===== src/rtl/fpu_chk_pkg.sv =====
// Shared constants for the FPU lane result checker: record layout and sweep FSM encoding.
// Lane records are {result[63:0], flags[5:0]} in the low CMP_W bits of each RAM word.
package fpu_chk_pkg;

  localparam int N_LANES = 8;
  localparam int CMP_W   = 70;
  localparam int RAM_W   = 72;
  localparam int RES_MSB = 69;
  localparam int RES_LSB = 6;
  localparam int FLG_MSB = 5;
  localparam int FLG_LSB = 0;

  typedef enum logic [1:0] {
    IDLE  = 2'd0,
    SWEEP = 2'd1,
    DRAIN = 2'd2,
    DONE  = 2'd3
  } chk_state_t;

endpackage


===== src/rtl/fpu_result_checker_lane_compare.sv =====
// Combinational compare of every lane's record against lane 0; bit i set when lane i differs.
// Pad bits above the record are deliberately ignored; bit 0 of the mask is always 0.
module lane_compare
  import fpu_chk_pkg::*;
#(
  parameter int LANES  = N_LANES,
  parameter int WORD_W = RAM_W,
  parameter int REC_W  = CMP_W
) (
  input  logic [LANES*WORD_W-1:0] ram_q,
  output logic [LANES-1:0]        lane_mask
);

  localparam int RES_W = RES_MSB - RES_LSB + 1;
  localparam int FLG_W = FLG_MSB - FLG_LSB + 1;

  logic unused_pad;

  always_comb begin
    lane_mask  = '0;
    unused_pad = 1'b0;
    for (int i = 1; i < LANES; i++) begin
      lane_mask[i] = (ram_q[i*WORD_W+RES_LSB +: RES_W] != ram_q[RES_LSB +: RES_W]) ||
                     (ram_q[i*WORD_W+FLG_LSB +: FLG_W] != ram_q[FLG_LSB +: FLG_W]);
    end
    for (int i = 0; i < LANES; i++) begin
      unused_pad = unused_pad ^ (^ram_q[i*WORD_W+REC_W +: WORD_W-REC_W]);
    end
  end

endmodule


===== config.mk =====
export PLATFORM = sky130hd
export DESIGN_NAME = lane_compare
export DESIGN_NICKNAME = d
export VERILOG_FILES = /design/src/rtl/fpu_chk_pkg.sv /design/src/rtl/fpu_result_checker_lane_compare.sv
export SDC_FILE = /design/constraint.sdc
export NUM_CORES = 1
export LEC_CHECK = 0
export CAP_MARGIN = 20
export CELL_PAD_IN_SITES_DETAIL_PLACEMENT = 0
export CELL_PAD_IN_SITES_GLOBAL_PLACEMENT = 1
export CORE_AREA = 2 2 226 228
export DETAILED_ROUTE_END_ITERATION = 6
export DIE_AREA = 0 0 228 230
export PLACE_DENSITY = 0.61
export SLEW_MARGIN = 10
export SYNTH_ARGS = -nofsm -noshare
export SYNTH_HDL_FRONTEND = slang
export SYNTH_SLANG_ARGS = --single-unit
export TNS_END_PERCENT = 20

===== constraint.sdc =====
create_clock -name vclk -period 2.5
set_input_delay 0.5 -clock vclk [all_inputs]
set_output_delay 0.5 -clock vclk [all_outputs]
set_load 0.005 [all_outputs]

==> results of run 1 <==
-- critical path, stage by stage --
cell and delay, ns:
clkdlybuf4s50_1 0.45, xor2_2 0.18, nor4_2 0.28, buf_4 0.18
nand4_1 0.10, buf_6 0.15, nor3_4 0.30, nand3_2 0.14
buf_6 0.14
-- layer usage --
metal | track usage (%) | share of wire [%]
met5 | 0 | 0.019
met4 | 6.025 | 3.2
met3 | 4.117 | 6.0
met2 | 42.19 | 49
met1 | 28.61 | 41
-- cells in the final DEF (no fill, tap or decap) --
cell / count
buf_2: 28
conb_1: 1
clkdlybuf4s15_1: 17
xor2_2: 21
dlymetal6s2s_1: 7
dlygate4sd2_1: 57
nor3_4: 3
buf_6: 50
nand3_4: 1
buf_8: 8
xnor2_1: 140
xor2_1: 315
nand3_1: 2
nand3_2: 4
nor4_4: 5
nand4_1: 56
clkbuf_2: 9
buf_4: 211
nor4_2: 40
xor2_4: 14
clkdlybuf4s15_2: 6
diode_2: 3
nor4_1: 46
buf_12: 39
clkdlybuf4s50_1: 423
nor3_2: 4
nor3_1: 7
-- cell type report --
type	count	share of cell area [%]
well taps	672	5.498
repair buffers	855	54.22
diodes	3	0.04909
multi-input cells	659	40.23
-- path summary, 6_finish.rpt --
path	from	to	slack, ns	cells past startpoint
setup / recovery	ram_q[115]	lane_mask[1]	-0.41	9
hold / removal	ram_q[0]	lane_mask[1]	1.53	6
-- power by group through the flow --
stage	Sequential [mW]	Clock, mW	Combinational (mW)
4_1_cts	0	0	2.72
3_3_place_gp	0	0	2.54
6_report	0	0.000000161	2.74
5_1_grt	0	0.000000108	2.89
2_1_floorplan	0	0	0.840
3_5_place_dp	0	0	2.54
-- repair_timing --
action,in CTS,in global routing
setup endpoints to repair,7,7
pin swaps,83,26
hold buffers,0,0
setup buffers,52,13
gates resized for setup,481,70
-- logic make-up (layout without fill, tap and decap cells) --
group	Yosys count	after routing	share of synthesized area [%]
XOR/XNOR	490	490	71.43
AND/OR/NAND/NOR	168	168	17.06
buffers and inverters	71	855	11.45
other	1	4	0.06241
-- per-stage QoR --
stage / TNS, ns / power, mW / util (%) / std cells / hold slack [ns]
5_1_grt: -2.882 / 2.892 / 30.66 / 2188 / 1.564
2_1_floorplan: 0 / 0.8404 / - / 730 / 1.210
4_1_cts: -2.540 / 2.723 / 30.10 / 2174 / 1.598
3_5_place_dp: -9.507 / 2.537 / 27.98 / 2130 / 2.027
6_report: -2.403 / 2.735 / 30.67 / 2189 / 1.532
3_3_place_gp: -9.731 / 2.542 / 27.98 / 2130 / 2.026
==> impl_metrics.env, run 1 <==
export IMPL_leakagePower_nw=6.065
export IMPL_maxCapViolations=0
export IMPL_holdCritPathClass="in2out"
export IMPL_area_delta_synth_final_pct=154.5
export IMPL_crit_fanout=1
export IMPL_grt_pass1_wl_mm=82.38
export IMPL_critical_path_class="in2out"
export IMPL_n_sequential_cell=0
export IMPL_finalNetCount=2092
export IMPL_drive_gt1_share_pct=29.26
export IMPL_grt_max_degree=8
export IMPL_rsz0062_at_grt="true"
export IMPL_p_int_mw=1.545
export IMPL_gp_congestion=0.8642
export IMPL_outcome="finished, violations left"
export IMPL_setup_viol=7
export IMPL_yosysMostFrequentCell="xor2_1"
export IMPL_syn_area_um2=6008
export IMPL_fillCellCount=5382
export IMPL_report_final_slew_viol_count=0
export IMPL_synth_area_leaders="xor2_1, xnor2_1, nor4_1, buf_6, nand4_1"
export IMPL_fp_row_count=82
export IMPL_vias_per_cell=3.885
export IMPL_period_share_pct=116.6
export IMPL_cp_required_ns=2.00
export IMPL_switchingPower_mw=1.191
export IMPL_start_kind="input pin"
export IMPL_die_area_um2=52440
export IMPL_placed_cell_area_um2=13950
export IMPL_top_level_ports=584
export IMPL_period_minus_slack_ns=2.914
export IMPL_synth_largest_area_cell="xor2_1"
export IMPL_routedWlPerCell_um=29.14
export IMPL_hold_viol_final=0
export IMPL_synth_cell_type_count=10
export IMPL_synth_warnings=0
export IMPL_core_area_um2=49860
export IMPL_synthTopCellsByCount="xor2_1, xnor2_1, nor4_1"
export IMPL_synth_top_area_share_pct=51.02
export IMPL_register_area_um2=0
export IMPL_maxClockFrequency_mhz=343.1
export IMPL_numPortBuffers=567
export IMPL_post_place_ws_ns=-1.757
export IMPL_avgSynthCellArea_um2=8.230
export IMPL_multiInputGateArea_um2=6152
export IMPL_worstPathArrival_ns=2.41
export IMPL_worstMarginPinSlew_ns=0.6198
export IMPL_start_util_pct=12.05
export IMPL_netlist_instances=730
export IMPL_layout_clock_buffers=0
export IMPL_p_seq_share_pct=0
export IMPL_route_detailed_drc=0
export IMPL_drt_iter0_drc=385
export IMPL_finalWorstSetupSlack_ns=-0.4143
export IMPL_yosysSeqAreaShare_pct=0
export IMPL_fp_dieH_um=230
export IMPL_slew_headroom_pct=58.30
export IMPL_vias=8505
export IMPL_die_w_um=228
export IMPL_violations="negative setup slack"
export IMPL_overflow=0
export IMPL_setup_worst_path_end_class="output port"
export IMPL_p_comb_share_pct=100.0
export IMPL_dp_hpwl_mm=57.55
export IMPL_postRouteAntennaNets=0
export IMPL_grtUsageTotal_pct=23.42
export IMPL_p_per_area_nw_per_um2=178.9
export IMPL_power_frac_clock_pct=0
export IMPL_dr_pass1_iters=4
export IMPL_finalWirelength_mm=63.79
export IMPL_fin_area_um2=15290
export IMPL_switching_share_pct=43.53
export IMPL_vdd_drop_max_mv=0.07494
export IMPL_grt_pass1_vias=9588
export IMPL_syn_nets=1306
export IMPL_antenna_found_initial=6
Power figures use the tool's default switching activity.
==> run 2, diff against run 1 <==
--- a/config.mk
+++ b/config.mk
@@ -6,12 +6,10 @@
 export NUM_CORES = 1
 export LEC_CHECK = 0
 export CAP_MARGIN = 20
-export CELL_PAD_IN_SITES_DETAIL_PLACEMENT = 0
-export CELL_PAD_IN_SITES_GLOBAL_PLACEMENT = 1
-export CORE_AREA = 2 2 226 228
+export CORE_AREA = 2 2 230 232
 export DETAILED_ROUTE_END_ITERATION = 6
-export DIE_AREA = 0 0 228 230
-export PLACE_DENSITY = 0.61
+export DIE_AREA = 0 0 232 234
+export PLACE_DENSITY = 0.44
 export SLEW_MARGIN = 10
 export SYNTH_ARGS = -nofsm -noshare
 export SYNTH_HDL_FRONTEND = slang
==> impl_metrics.env, run 2 (same netlist as run 1, synthesis figures left out) <==
export IMPL_die_w_um=232
export IMPL_start_kind="input pin"
export IMPL_antenna_found_initial=4
export IMPL_finalWorstSetupSlack_ns=-0.3706
export IMPL_period_minus_slack_ns=2.871
export IMPL_fp_dieH_um=234
export IMPL_period_share_pct=114.8
export IMPL_numPortBuffers=567
export IMPL_cts_hold_buf=0
export IMPL_cp_common_cell="buf_6"
export IMPL_grt_pass1_vias=9433
export IMPL_area_delta_synth_final_pct=157.2
export IMPL_path_buf_inv=4
export IMPL_slowest_delay_ns=0.32
export IMPL_dp_hpwl_mm=55.08
export IMPL_postRouteAntennaNets=0
export IMPL_maxCapViolations=0
export IMPL_register_area_um2=0
export IMPL_routedWlPerCell_um=27.84
export IMPL_vdd_drop_max_mv=0.08275
export IMPL_dr_pass1_iters=4
export IMPL_path_delay_family="simple AND/OR/NAND/NOR gates"
export IMPL_setup_viol=7
export IMPL_top_level_ports=584
export IMPL_path_cells="dlygate4sd2_1 -> buf_4 -> xor2_1 -> nor4_2 -> nand4_1 -> nor3_4 -> buf_6 -> nand3_4 -> buf_6"
export IMPL_drive_gt1_share_pct=28.38
export IMPL_overflow=0
export IMPL_setup_worst_path_end_class="output port"
export IMPL_core_area_um2=52020
export IMPL_worstPathArrival_ns=2.37
export IMPL_hold_viol_final=0
export IMPL_n_sequential_cell=0
export IMPL_outcome="finished, violations left"
export IMPL_fp_row_count=84
export IMPL_drt_iter0_drc=315
export IMPL_setup_tns_ns=-2.376
export IMPL_layout_clock_buffers=0
export IMPL_grt_pass1_wl_mm=78.62
export IMPL_vias_per_cell=3.826
export IMPL_holdWs_ns=1.602
export IMPL_worstMarginPinSlew_ns=0.5045
export IMPL_fillCellCount=5652
export IMPL_rsz0062_at_grt="true"
export IMPL_slew_headroom_pct=66.06
export IMPL_layout_cells_most_common="clkdlybuf4s50_1"
export IMPL_cp_required_ns=2.00
export IMPL_grt_max_degree=8
export IMPL_crit_slowest_cell="nor4_2"
export IMPL_finalWirelength_mm=61.23
export IMPL_critical_path_class="in2out"
export IMPL_leakagePower_nw=6.230
export IMPL_die_area_um2=54290
export IMPL_maxClockFrequency_mhz=348.4
export IMPL_p_per_area_nw_per_um2=176.4
export IMPL_violations="negative setup slack"
export IMPL_vias=8413
export IMPL_gp_congestion=0.8636
export IMPL_holdCritPathClass="in2out"
export IMPL_start_util_pct=11.55
export IMPL_crit_fanout=5
export IMPL_report_final_slew_viol_count=0
export IMPL_post_place_ws_ns=-1.725
export IMPL_finalNetCount=2086
export IMPL_grtUsageTotal_pct=21.59
export IMPL_route_detailed_drc=0
export IMPL_mostFrequentLayoutCells="clkdlybuf4s50_1, xor2_1, buf_4, xnor2_1, buf_6"
-- run 2: cell types whose count changed in the layout (fill, tap and decap cells not counted), sizes merged --
cell | previous run | this run
buf | 336 | 310
clkbuf | 9 | 13
clkdlybuf4s15 | 23 | 13
clkdlybuf4s50 | 423 | 432
dlygate4sd2 | 57 | 58
dlymetal6s2s | 7 | 23
-- run 2: repair_timing --
action / CTS / global route
setup endpoints to repair: 7 / 7
pin swaps: 89 / 53
gates resized for setup: 389 / 99
setup buffers: 38 / 8
-- run 2: final timing paths --
path,depth (start not counted),slack (ns),endpoint,start
max,9,-0.37,lane_mask[1],ram_q[68]
min,6,1.60,lane_mask[4],ram_q[43]
-- run 2: routing by layer --
layer	share of wire [%]	global-route usage (%)
met5	0.020	0
met2	51	40.17
met4	1.9	3.265
met3	5.7	3.551
met1	42	26.34
-- run 2: per-stage QoR --
| step | util (%) | area (um2) | power, mW | cells |
|---|---|---|---|---|
| after floorplan | - | 6008 | 0.8404 | 730 |
| after global placement | 26.99 | 14040 | 2.522 | 2155 |
| after detailed placement | 26.99 | 14040 | 2.517 | 2155 |
| after CTS | 29.05 | 15110 | 2.720 | 2191 |
| after global routing | 29.69 | 15440 | 2.890 | 2196 |
| final | 29.70 | 15450 | 2.725 | 2199 |
-- run 2: power by group --
group            total, mW  internal [mW]  switching, mW
registers                0              0              0
clock network  0.000000161    0.000000161              0
logic                 2.73           1.55           1.18
-- run 2: cell type report --
class | instances | area (um2) | area share, %
Multi-Input combinational cell | 659 | 6255 | 40.48
Tap cell | 688 | 860.8 | 5.571
Timing Repair Buffer | 849 | 8329 | 53.90
Antenna cell | 3 | 7.507 | 0.04858
-- run 2: tightest hold or removal path: stages --
cell and delay, ns:
buf_2 0.16, xnor2_1 0.09, nand4_1 0.11, nor3_1 0.06
nand3_1 0.07, buf_2 0.11
